[src/rtl/fifo_arb_pkg.sv]
// Shared types, defaults and helpers for the FIFO write-port arbiter.
package fifo_arb_pkg;

    typedef enum logic {
        IDLE = 1'b0,
        HOLD = 1'b1
    } arb_state_e;

    localparam int DEF_NUM_REQ   = 4;
    localparam int DEF_DATA_W    = 8;
    localparam int DEF_MAX_BURST = 4;

    // Ceiling log2 usable in constant expressions; clog2(1) = 0.
    function automatic int clog2(input int value);
        int result;
        result = 0;
        for (int v = value - 1; v > 0; v = v >> 1) begin
            result = result + 1;
        end
        return result;
    endfunction

endpackage

[src/rtl/rr_pick.sv]
// Round-robin selector: first eligible request after last_owner, wrapping, with
// last_owner itself examined last.
module rr_pick #(
    parameter int NUM_REQ = 4,
    parameter int IDX_W   = 2
) (
    input  logic [NUM_REQ-1:0] req,
    input  logic [IDX_W-1:0]   last_owner,
    input  logic [NUM_REQ-1:0] mask,
    output logic               found,
    output logic [NUM_REQ-1:0] pick,
    output logic [IDX_W-1:0]   pick_idx
);

    logic [NUM_REQ-1:0] eligible;
    logic [IDX_W:0]     sum;
    logic [IDX_W-1:0]   idx;

    assign eligible = req & ~mask;

    // NOTE: every output of a combinational block gets a default before any
    // branch, otherwise an unassigned path infers a latch.
    always_comb begin
        found    = 1'b0;
        pick     = '0;
        pick_idx = '0;
        sum      = '0;
        idx      = '0;
        for (int k = 1; k <= NUM_REQ; k++) begin
            sum = {1'b0, last_owner} + (IDX_W + 1)'(k);
            if (sum >= (IDX_W + 1)'(NUM_REQ)) begin
                sum = sum - (IDX_W + 1)'(NUM_REQ);
            end
            idx = sum[IDX_W-1:0];
            if (!found && eligible[idx]) begin
                found     = 1'b1;
                pick[idx] = 1'b1;
                pick_idx  = idx;
            end
        end
    end

endmodule

[src/rtl/fifo_write_arbiter.sv]
// Round-robin, burst-limited arbiter sharing one FIFO write port among
// NUM_REQ producers; the transfer path is combinational, the grant registered.
module fifo_write_arbiter
    import fifo_arb_pkg::*;
#(
    parameter int NUM_REQ   = DEF_NUM_REQ,
    parameter int DATA_W    = DEF_DATA_W,
    parameter int MAX_BURST = DEF_MAX_BURST
) (
    input  logic                      clk,
    input  logic                      rst_n,
    input  logic [NUM_REQ-1:0]        reqIn,
    input  logic [NUM_REQ*DATA_W-1:0] dataBus,
    output logic [NUM_REQ-1:0]        grantOut,
    output logic [NUM_REQ-1:0]        ackOut,
    input  logic                      fifoFull,
    output logic                      fifoEnqueue,
    output logic [DATA_W-1:0]         fifoDataIn,
    output logic                      busy
);

    localparam int IDX_W  = clog2(NUM_REQ);
    localparam int BEAT_W = clog2(MAX_BURST + 1);

    localparam logic [BEAT_W-1:0] LAST_BEAT     = BEAT_W'(MAX_BURST - 1);
    localparam logic [IDX_W-1:0]  RST_LAST_OWNR = IDX_W'(NUM_REQ - 1);

    arb_state_e         state;
    logic [IDX_W-1:0]   last_owner;
    logic [BEAT_W-1:0]  beat_cnt;

    logic               owner_req;
    logic               xfer;
    logic               release_grant;
    logic               pick_found;
    logic [NUM_REQ-1:0] pick_onehot;
    logic [IDX_W-1:0]   pick_idx;

    // The grant is one-hot, so a reduction over grant & req is the owner's request.
    assign owner_req     = |(grantOut & reqIn);
    assign xfer          = owner_req & ~fifoFull;
    assign release_grant = ~owner_req | (xfer & (beat_cnt == LAST_BEAT));

    assign fifoEnqueue = xfer;
    assign ackOut      = grantOut & {NUM_REQ{xfer}};
    assign busy        = (state == HOLD);

    always_comb begin
        fifoDataIn = '0;
        for (int i = 0; i < NUM_REQ; i++) begin
            if (grantOut[i]) begin
                fifoDataIn = dataBus[i*DATA_W +: DATA_W];
            end
        end
    end

    // Masking with the current grant excludes the owner on release; in IDLE
    // the grant is zero so every requester is eligible.
    rr_pick #(
        .NUM_REQ (NUM_REQ),
        .IDX_W   (IDX_W)
    ) u_rr_pick (
        .req        (reqIn),
        .last_owner (last_owner),
        .mask       (grantOut),
        .found      (pick_found),
        .pick       (pick_onehot),
        .pick_idx   (pick_idx)
    );

    // The owner is always the latest pick, so last_owner doubles as the owner
    // index and the rr search naturally starts just past the owner.
    // NOTE: state registers use non-blocking assignments so every flop samples
    // pre-edge values regardless of statement order.
    always_ff @(posedge clk or negedge rst_n) begin
        if (!rst_n) begin
            state      <= IDLE;
            grantOut   <= '0;
            beat_cnt   <= '0;
            last_owner <= RST_LAST_OWNR;
        end else begin
            case (state)
                IDLE: begin
                    if (pick_found) begin
                        state      <= HOLD;
                        grantOut   <= pick_onehot;
                        last_owner <= pick_idx;
                        beat_cnt   <= '0;
                    end
                end
                HOLD: begin
                    if (release_grant) begin
                        beat_cnt <= '0;
                        if (pick_found) begin
                            grantOut   <= pick_onehot;
                            last_owner <= pick_idx;
                        end else if (!owner_req) begin
                            grantOut <= '0;
                            state    <= IDLE;
                        end
                        // Otherwise the owner alone still requests: re-grant it.
                    end else if (xfer) begin
                        beat_cnt <= beat_cnt + BEAT_W'(1);
                    end
                end
                default: begin
                    state    <= IDLE;
                    grantOut <= '0;
                    beat_cnt <= '0;
                end
            endcase
        end
    end

endmodule

[config.mk]
export PLATFORM = sky130hd
export DESIGN_NAME = fifo_write_arbiter
export DESIGN_NICKNAME = d
export VERILOG_FILES = /design/src/rtl/fifo_arb_pkg.sv /design/src/rtl/rr_pick.sv /design/src/rtl/fifo_write_arbiter.sv
export SDC_FILE = /design/constraint.sdc
export NUM_CORES = 1
export LEC_CHECK = 0
export BUFFER_PORTS_ARGS = -buffer_cell sky130_fd_sc_hd__buf_2
export CAP_MARGIN = 20
export CORE_MARGIN = 5
export CORE_UTILIZATION = 46
export DETAILED_ROUTE_END_ITERATION = 8
export PLACE_DENSITY_LB_ADDON = 0.3
export SYNTH_ARGS = -nofsm -noshare
export SYNTH_HDL_FRONTEND = slang
export SYNTH_SLANG_ARGS = --single-unit
[constraint.sdc]
create_clock -name clk -period 3.3 [get_ports clk]
set_clock_uncertainty 0.1 [all_clocks]
set_input_delay 0.66 -clock clk [delete_from_list [all_inputs] [get_ports clk]]
set_output_delay 0.66 -clock clk [all_outputs]
set_load 0.005 [all_outputs]
==> results of run 1 <==
==> registers in the layout, summed over array words and instances (netlist names) <==
register and cells:
grantOut 4, beat_cnt 3, last_owner 2, busy 1
==> worst max path at each step <==
| stage | start | end | slack (ps) |
|---|---|---|---|
| global placement | last_owner[0] | grantOut[0] | 690 |
| CTS | grantOut[2] | ackOut[3] | 580 |
| global route | grantOut[1] | fifoDataIn[4] | 300 |
| floorplan | last_owner[0] | last_owner[0] | 750 |
| finish | last_owner[0] | grantOut[1] | 570 |
| detailed placement | last_owner[0] | grantOut[0] | 620 |
==> synth_stat cells (all sizes together), types with 2 or more instances <==
library cell	instances
a211oi	2
dfrtp	8
nand3	6
a22o	2
buf	5
inv	10
dfstp	2
nand2b	5
mux2i	2
a22oi	8
a21oi	21
clkbuf	4
nand2	21
nor3	2
ha	9
and2	4
nor2b	6
nor2	15
mux4	2
o221ai	2
a221oi	4
o21ai	19
==> cell families after synthesis <==
logic type / count (synthesis) / share of synthesized area
buffers and inverters: 19 / 0.0639
flip-flops: 10 / 0.212
adder cells (fa/ha/maj): 9 / 0.0942
AND/OR/NAND/NOR: 61 / 0.244
AO/OA/AOI/OAI: 63 / 0.332
multiplexers: 4 / 0.0544
==> per-stage QoR <==
| stage | setup WS [ps] | utilization |
|---|---|---|
| 6_report | 567 | 0.610 |
| 5_1_grt | 298 | 0.610 |
| 4_1_cts | 583 | 0.610 |
| 3_5_place_dp | 618 | 0.595 |
| 3_3_place_gp | 692 | 0.595 |
| 2_1_floorplan | 747 | - |
==> metal layers <==
layer | share of wire | vias up
li1 | - | 703
met1 | 0.41 | 671
met2 | 0.50 | 68
met3 | 0.080 | 11
met4 | 0.016 | 0
met5 | 0 | -
==> area by class of cell <==
type	instances	area [um^2]	share of cell area
inverter	10	37.5	0.0249
multi-input combinational	137	866	0.573
timing repair buffer	56	280	0.186
clock buffer	4	36.3	0.0240
tap	30	37.5	0.0249
sequential	10	253	0.167
==> power breakdown <==
group / switching [mW] / internal, mW
Sequential: 0.160 / 0.191
Clock: 0.0450 / 0.0671
Combinational: 0.523 / 0.433
==> layout by cell type, fill, tap and decap left out <==
cell type	instances
nand2_1	21
o221ai_1	2
buf_2	56
inv_1	10
a31oi_1	1
a21o_1	1
nor2b_2	1
dfstp_2	2
mux2i_1	2
clkbuf_8	1
nor2_1	15
a311oi_2	1
ha_1	9
nand2b_1	4
nand4_1	1
nand3_1	6
a221oi_1	4
a32o_1	1
a22o_1	2
dfrtp_1	8
and2_1	4
nor2b_1	5
o21ai_2	1
o21ai_1	4
a211oi_1	2
mux4_2	2
a22oi_1	8
nand2b_4	1
o32ai_1	1
a21oi_1	21
o21ai_0	14
nor3_1	2
or3_1	1
clkbuf_4	3
==> flow_summary.rst, run 1 <==
.. list-table::
   :header-rows: 1

   * - Metric
     - Value
   * - Critical Path Start Type
     - register
   * - Worst hold margin
     - 140 ps
   * - Worst path top cell family by delay
     - flip-flops
   * - Pin count of the biggest net entering global routing
     - 23
   * - GR Util met1
     - 0.260
   * - Fraction of synthesis flops using an asynchronous set or reset pin
     - 1.00
   * - PD cells
     - between 900 and 1000 nW/um^2
   * - Worst slew margin relative to its limit
     - 0.599
   * - I/O Pins
     - 57
   * - Number of setup buffers added after CTS
     - 0
   * - Die Width
     - 61.0 um
   * - DR iter-0 viols
     - 64
   * - Net count after synthesis
     - between 200 and 250
   * - Number of nets in the layout
     - ~270
   * - Fillers
     - 230
   * - Number of buffers and inverters on the critical path
     - 2
   * - Num CTS Buffers
     - 3
   * - Leakage power
     - around 0.74 nW
   * - Area after detailed placement
     - about 1500 um^2
   * - TritonCTS clock tree
     - built
   * - Final design instance area without fill
     - around 1500 um^2
   * - Dominant synthesized flop cell
     - dfrtp_1
   * - Largest stage delay, worst path
     - 670 ps
   * - Routed wire length
     - ~3.5 mm
   * - Number of enable-type register cells in the synthesized netlist
     - 0
   * - Critical path type
     - register to register
   * - Number of distinct library cells after synthesis
     - 34
   * - Result of the run
     - complete, no violations
   * - Global-route track usage on met3
     - 0.0447
   * - Hpwl dp
     - between 2 and 3 mm
   * - Detail-routed via count per cell
     - 5.88
   * - Total chip power
     - about 1.4 mW
   * - Reg2reg end
     - grantOut[1]
   * - Cell chain of the critical path
     - inv_1, ha_1, inv_1, mux4_2, nand2b_4, o21ai_0, a221oi_1, a21oi_1
   * - Count of hold buffers inserted by post-cts repair
     - 0
   * - CTS Root Cell
     - clkbuf_4
   * - Logic depth of the worst setup path including buffers
     - 8
   * - Setup Viol. Count Final
     - 0
   * - Setup repair after global routing missed its margin
     - false
   * - Total iterations of the first detailed-routing run
     - 4
   * - Wire length of the first global-routing pass
     - between 5 and 6 mm
   * - Die height
     - slightly above 60 um
   * - Register area share after synthesis
     - 0.212
   * - Total vias in the final route
     - around 1500
   * - Core outline area
     - about 2500 um^2
   * - Most heavily used metal layer in global routing
     - met2
   * - Slew Limit Fails
     - 0
   * - Overall Global Routing Usage
     - 0.203
   * - Antenna violations before repair
     - 0
   * - Effective utilization at floorplan
     - 0.482
   * - Final-layout setup total negative slack
     - 0 ps
   * - Worst setup EP type
     - register
   * - Final routed wire length divided by cell count
     - between 10 and 15 um
   * - Transition time at the pin with the least slew margin
     - around 600 ps
   * - Number of storage elements in the synthesis netlist
     - 10
   * - Share of layout cells above drive strength 1
     - 0.313
   * - Site Rows
     - 18
   * - Share of the cycle needed by the critical path after routing
     - 0.828
   * - Worst supply voltage drop on vdd
     - around 0.62 mV
   * - Worst-path maximum fanout
     - 13
   * - Startpoint of the lowest-slack register-to-register path
     - last_owner[0]
   * - Die ar.
     - 3720 um^2
   * - Count of input and output buffers
     - between 50 and 60
   * - Critical-path cell with the highest stage delay
     - dfstp_2
   * - Clk pin slew, worst setup/hold paths
     - around 70 ps
   * - Count of instances resized after the clock tree is built
     - 0
   * - Number of H-tree branching levels
     - 1
   * - Clk buf depth
     - 2
   * - Arrival time of the worst setup path
     - 2830 ps
   * - Final Instance Count excl. Fillers
     - about 250
   * - Post-synthesis instance total
     - approximately 170
   * - Remaining global-route overflow
     - 0
   * - Via count of the first global-routing pass
     - about 1300
   * - Clock period minus worst slack
     - 2730 ps
   * - Total clock sinks
     - 10
   * - Number of endpoints with negative hold slack in the final report
     - 0
   * - Latest clock arrival within the worst-skew pair
     - 270 ps
   * - DRC violation count after routing
     - 0
   * - # diodes
     - 0
   * - Cell with the most instances on the worst path
     - inv_1
   * - Slack of the worst reg-to-reg path
     - 570 ps
   * - RD Place Congestion
     - about 1
   * - Top-area cell type share of the netlist area
     - 0.168
   * - Mean instance size in the synthesized netlist
     - a little over 7 um^2
   * - Required time at the endpoint of the critical path
     - 3400 ps
   * - GRT met2 Usage
     - 0.342
   * - Total instance count after detailed placement
     - ~240
   * - Number of max-capacitance violations reported
     - 0
   * - Warnings from Yosys
     - 0
   * - Path class of the lowest-slack min-delay path
     - input port to async pin
   * - Total standard cell area after synthesis
     - approximately 1200 um^2
   * - Most area-hungry cell type in the Yosys netlist
     - dfrtp_1
   * - Worst R2R Path Depth
     - 8
   * - Max Clock Freq
     - about 370 MHz
   * - Area added between synthesis and finish
     - 26.4%
   * - Antenna Violating Nets Remaining
     - 0
   * - Leading post-synthesis cells by cell area
     - dfrtp_1 17%, ha_1 9.4%, a21oi_1 8.8%
No activity file was read; power rests on OpenSTA's default activity.
==> run 2, diff against run 1 <==
CORE_UTILIZATION = 42   (was 46)
clock period = 2.5 ns   (was 3.3 ns; I/O delays follow)
==> flow_summary.rst, run 2 (synthesis gave the netlist of run 1 again) <==
.. list-table::
   :header-rows: 1

   * - Metric
     - Value
   * - Result of the run
     - complete, no violations
   * - Min-Delay Startpoint
     - beat_cnt[0]
   * - Site Rows
     - 19
   * - Final routed wire length divided by cell count
     - 14.5 um
   * - Area added between synthesis and finish
     - 33.3%
   * - Largest register FFs
     - 4
   * - Number of H-tree branching levels
     - 1
   * - Internal power
     - 989 uW
   * - Worst setup EP type
     - register
   * - Pin count of the biggest net entering global routing
     - 20
   * - Die height
     - between 60 and 70 um
   * - Global-route track usage on met3
     - 0.0355
   * - Largest regs
     - grantOut: 4 flops, beat_cnt: 3 flops, last_owner: 2 flops
   * - Total clock sinks
     - 10
   * - Final-layout setup total negative slack
     - 0 ps
   * - Detail-routed via count per cell
     - 5.48
   * - Critical Path Start Type
     - register
   * - # diodes
     - 0
   * - TritonCTS clock tree
     - built
   * - Sw Ratio
     - 0.514
   * - Endpoint of the worst hold path
     - beat_cnt[0]
   * - Clock power share
     - 0.057
   * - RD Place Congestion
     - 0.869
   * - Area after detailed placement
     - approximately 1500 um^2
   * - Number of max-capacitance violations reported
     - 0
   * - Transition time at the pin with the least slew margin
     - roughly 530 ps
   * - Wire length of the first global-routing pass
     - 6.05 mm
   * - Worst slew margin relative to its limit
     - 0.648
   * - Hpwl dp
     - 2.89 mm
   * - Register with the most flip-flops
     - grantOut
   * - Worst-path maximum fanout
     - 6
   * - Die Width
     - roughly 63 um
   * - Final design instance area without fill
     - 1590 um^2
   * - Remaining global-route overflow
     - 0
   * - Number of nets in the layout
     - about 280
   * - Total instance count after detailed placement
     - ~250
   * - Worst path top cell family by delay
     - multiplexers
   * - Number of endpoints with negative hold slack in the final report
     - 0
   * - DRC violation count after routing
     - 0
   * - Commonest non-fill, non-tap cell in the layout
     - buf_2
   * - Worst supply voltage drop on vdd
     - between 0.7 and 0.8 mV
   * - Number of buffers and inverters on the critical path
     - 2
   * - GR Util met1
     - 0.264
   * - Routed wire length
     - 3.72 mm
   * - Largest stage delay, worst path
     - 580 ps
   * - Clk pin slew, worst setup/hold paths
     - roughly 70 ps
   * - I/O Pins
     - 57
   * - Worst R2R Path Depth
     - 8
   * - Arrival time of the worst setup path
     - about 2400 ps
   * - Most heavily used metal layer in global routing
     - met2
   * - Overall Global Routing Usage
     - 0.183
   * - Core outline area
     - between 2000 and 3000 um^2
   * - Net switching power of the design
     - approximately 1.0 mW
   * - Total iterations of the first detailed-routing run
     - 4
   * - Total chip power
     - between 2 and 2.5 mW
   * - Required time at the endpoint of the critical path
     - approximately 2600 ps
   * - Cell chain of the critical path
     - inv_1, ha_4, inv_2, mux4_2, nand2b_4, o21ai_1, mux2i_1, nor2_1
   * - Share of layout cells above drive strength 1
     - 0.356
   * - CTS Root Cell
     - clkbuf_4
   * - Effective utilization at floorplan
     - 0.437
   * - Critical-path cell with the highest stage delay
     - mux4_2
   * - Part of the total power dissipated in sequential elements
     - 0.161
   * - Antenna violations before repair
     - 0
   * - Final Instance Count excl. Fillers
     - roughly 260
   * - Reg2reg end
     - last_owner[0]
   * - Die ar.
     - 4010 um^2
   * - Highest-count cells in the layout ignoring fill and taps
     - 56 x buf_2, 21 x a21oi_1, 21 x nand2_1, 15 x nor2_1, 12 x o21ai_0
   * - Startpoint of the lowest-slack register-to-register path
     - last_owner[1]
   * - Latest clock arrival within the worst-skew pair
     - ~270 ps
   * - Cell depth of the worst hold path
     - 1
   * - Leakage power
     - just under 0.8 nW
   * - Critical path type
     - register to register
   * - Num CTS Buffers
     - 3
   * - Number of setup buffers added after CTS
     - 0
   * - Path class of the lowest-slack min-delay path
     - register to register
   * - Clk buf depth
     - 2
   * - PD cells
     - approximately 1300 nW/um^2
   * - Max Clock Freq
     - roughly 430 MHz
   * - GRT met2 Usage
     - 0.280
   * - Via count of the first global-routing pass
     - roughly 1300
   * - Total vias in the final route
     - 1402
   * - Setup Viol. Count Final
     - 0
   * - Setup repair after global routing missed its margin
     - false
   * - Share of the cycle needed by the critical path after routing
     - 0.929
   * - Gate power share
     - 0.782
   * - Count of input and output buffers
     - between 50 and 60
   * - Slew Limit Fails
     - 0
   * - Antenna Violating Nets Remaining
     - 0
   * - Launch point of the worst path
     - last_owner[1]
   * - Clock period minus worst slack
     - ~2300 ps
   * - Slack of the worst reg-to-reg path
     - 180 ps
   * - DR iter-0 viols
     - 88
run 2: area by class of cell:
| cell class | count | area, um^2 |
|---|---|---|
| fillers | 251 | 1140 |
| multi-input cells | 137 | 891 |
| repair buffers | 65 | 350 |
| flip-flops and latches | 10 | 253 |
| well taps | 31 | 38.8 |
| inverters | 10 | 37.5 |
| clock buffers | 3 | 22.5 |
run 2: worst reg2reg max path, delay by kind of cell, from the launching register on:
kind	cells	cell delay, ps
AO/OA/AOI/OAI	1	110
adder cells (fa/ha/maj)	1	240
buffers and inverters	2	200
flip-flops	1	530
multiplexers	2	800
AND/OR/NAND/NOR	2	260
run 2: what timing repair did:
action                                 in CTS  in global routing
endpoints found under the hold margin       8                  0
setup endpoints to repair                   0                  5
hold buffers                                1                  0
resized for setup                           0                  6
run 2: worst max-delay path by stage:
| stage | slack (ps) | depth (start not counted) | endpoint |
|---|---|---|---|
| 3_3_place_gp | 160 | 8 | grantOut[1] |
| 5_1_grt | 20 | 8 | grantOut[2] |
| 4_1_cts | 60 | 8 | last_owner[0] |
| 3_5_place_dp | 80 | 8 | last_owner[0] |
| 6_report | 180 | 8 | last_owner[0] |
| 2_1_floorplan | 4 | 9 | last_owner[0] |
run 2: per-stage QoR:
stage / hold slack [ps] / utilization / worst slack [ps]
3_3_place_gp: 285 / 0.562 / 163
2_1_floorplan: 104 / - / 3.65
4_1_cts: 391 / 0.573 / 57.2
3_5_place_dp: 284 / 0.562 / 76.4
5_1_grt: 441 / 0.583 / 24.7
6_report: 387 / 0.583 / 177
run 2: routing by layer:
metal	vias to the layer above	wire (um)
met4	0	27
met3	4	211
li1	721	-
met1	628	1640
met5	-	0
met2	49	1840
run 2: power groups by stage:
stage	clock, mW	combinational [mW]	sequential (mW)
3_5_place_dp	0	1.51	0.328
4_1_cts	0.118	1.52	0.325
2_1_floorplan	0	1.05	0.323
6_report	0.116	1.59	0.327
3_3_place_gp	0	1.50	0.328
5_1_grt	0.124	1.78	0.341
==> run 3, diff against run 2 <==
CORE_ASPECT_RATIO = 0.5   (was unset)
SKIP_CTS_REPAIR_TIMING = 1   (was unset)
==> flow_summary.rst, run 3 (synthesis gave the netlist of run 1 again) <==
.. list-table::
   :header-rows: 1

   * - Metric
     - Value
   * - Leakage power
     - approximately 0.77 nW
   * - DRC violation count after routing
     - 0
   * - Total instance count after detailed placement
     - about 250
   * - Commonest non-fill, non-tap cell in the layout
     - buf_2
   * - Largest register FFs
     - 4
   * - Overall Global Routing Usage
     - 0.173
   * - Worst R2R Path Depth
     - 8
   * - Antenna Violating Nets Remaining
     - 0
   * - Pin count of the biggest net entering global routing
     - 20
   * - Clk pin slew, worst setup/hold paths
     - 50 ps
   * - Detail-routed via count per cell
     - about 5.4
   * - Core outline area
     - about 2700 um^2
   * - I/O Pins
     - between 50 and 60
   * - Slew Limit Fails
     - 0
   * - Total chip power
     - 2.01 mW
   * - Hpwl dp
     - about 2.7 mm
   * - Area after detailed placement
     - around 1500 um^2
   * - Final routed wire length divided by cell count
     - 14.1 um
   * - Part of the total power dissipated in sequential elements
     - 0.172
   * - Register with the most flip-flops
     - grantOut
   * - Area added between synthesis and finish
     - 31.5%
   * - Worst-path maximum fanout
     - 9
   * - Net switching power of the design
     - 997 uW
   * - Antenna violations before repair
     - 0
   * - Routed wire length
     - 3.64 mm
   * - DR iter-0 viols
     - about 110
   * - Transition time at the pin with the least slew margin
     - 493 ps
   * - Max Clock Freq
     - 415 MHz
   * - Die height
     - between 40 and 50 um
   * - Startpoint of the lowest-slack register-to-register path
     - last_owner[0]
   * - Share of the cycle needed by the critical path after routing
     - 0.963
   * - Total iterations of the first detailed-routing run
     - 5
   * - Gate power share
     - 0.742
   * - Clock period minus worst slack
     - around 2400 ps
   * - Internal power
     - 1.01 mW
   * - Result of the run
     - complete, no violations
   * - Worst slew margin relative to its limit
     - 0.671
   * - Critical path type
     - register to register
   * - Largest regs
     - grantOut: 4 flops, beat_cnt: 3 flops, last_owner: 2 flops
   * - Path class of the lowest-slack min-delay path
     - input port to async pin
   * - Clk buf depth
     - 2
   * - Remaining global-route overflow
     - 0
   * - Slack of the worst reg-to-reg path
     - approximately 92 ps
   * - Site Rows
     - 13
   * - Num CTS Buffers
     - 3
   * - Total clock sinks
     - 10
   * - Number of endpoints with negative hold slack in the final report
     - 0
   * - Final Instance Count excl. Fillers
     - 259
   * - PD cells
     - approximately 1300 nW/um^2
   * - Number of H-tree branching levels
     - 1
   * - Sw Ratio
     - 0.496
   * - Reg2reg end
     - last_owner[0]
   * - Number of nets in the layout
     - around 270
   * - Cell with the most instances on the worst path
     - inv_2
   * - Total vias in the final route
     - about 1400
   * - Number of max-capacitance violations reported
     - 0
   * - Count of input and output buffers
     - 56
   * - # diodes
     - 0
   * - Largest stage delay, worst path
     - about 550 ps
   * - Effective utilization at floorplan
     - 0.451
   * - Final design instance area without fill
     - 1570 um^2
   * - Required time at the endpoint of the critical path
     - approximately 2600 ps
   * - Cell chain of the critical path
     - inv_2, ha_1, inv_2, mux4_2, nand2b_4, o21ai_1, mux2i_1, nor2_1
   * - Worst supply voltage drop on vdd
     - ~0.47 mV
   * - Share of layout cells above drive strength 1
     - 0.342
   * - Arrival time of the worst setup path
     - approximately 2500 ps
   * - Die ar.
     - between 4000 and 5000 um^2
   * - Via count of the first global-routing pass
     - about 1200
   * - Setup Viol. Count Final
     - 0
   * - Core Util, Final
     - 0.593
   * - Worst setup EP type
     - register
   * - Critical Path Start Type
     - register
   * - CTS Root Cell
     - clkbuf_8
   * - Die Width
     - 85.4 um
   * - Latest clock arrival within the worst-skew pair
     - 240 ps
   * - TritonCTS clock tree
     - built
   * - Highest-count cells in the layout ignoring fill and taps
     - 56 x buf_2, 21 x a21oi_1, 21 x nand2_1, 15 x nor2_1, 12 x o21ai_0
   * - RD Place Congestion
     - slightly below 1
   * - Wire length of the first global-routing pass
     - approximately 5.5 mm
   * - Clock power share
     - 0.086
   * - Critical-path cell with the highest stage delay
     - mux4_2
==> run 3: how the worst max path moves through the flow <==
stage | from | end | slack, ps | depth (start not counted)
floorplan | last_owner[0] | last_owner[0] | 4 | 9
global placement | last_owner[0] | grantOut[3] | 140 | 8
detailed placement | last_owner[0] | grantOut[3] | 60 | 8
CTS | grantOut[1] | fifoDataIn[5] | 40 | 6
global route | last_owner[0] | last_owner[0] | -5 | 8
finish | last_owner[0] | last_owner[0] | 90 | 8
==> run 3: final cells by class <==
cell class | instances | area (um^2)
tap | 37 | 46.3
clock buffer | 3 | 41.3
fill | 235 | 1080
multi-input combinational | 137 | 868
sequential | 10 | 253
timing repair buffer | 62 | 325
inverter | 10 | 37.5
==> run 3: metrics by stage <==
step	setup slack (ps)	TNS, ps	hold WS [ps]
3_3_place_gp	139	0	286
6_report	91.9	0	22.8
5_1_grt	-5.17	-5.17	38.6
3_5_place_dp	56.0	0	286
2_1_floorplan	3.65	0	104
4_1_cts	43.3	0	28.7
==> run 3: power groups by stage <==
stage / logic, mW / clock network (mW) / registers (mW)
6_report: 1.49 / 0.172 / 0.347
5_1_grt: 1.66 / 0.186 / 0.361
4_1_cts: 1.41 / 0.177 / 0.343
3_5_place_dp: 1.41 / 0 / 0.344
3_3_place_gp: 1.39 / 0 / 0.342
2_1_floorplan: 1.05 / 0 / 0.323
==> run 3: critical path, delay by kind of cell (launching register included) <==
kind	cells	cell delay (ps)
muxes	2	810
DFF	1	530
adders and majority gates	1	330
and+or+nand+nor	2	260
buffers and inverters	2	170
AOI/OAI and AO/OA	1	120
==> run 3: layer usage <==
| layer | up-vias | global-route usage | part of all wire |
|---|---|---|---|
| met5 | - | 0 | 0 |
| met4 | 0 | 0.0379 | 0.0074 |
| met3 | 7 | 0.0533 | 0.091 |
| met2 | 54 | 0.301 | 0.45 |
| met1 | 628 | 0.220 | 0.45 |
| li1 | 714 | - | - |
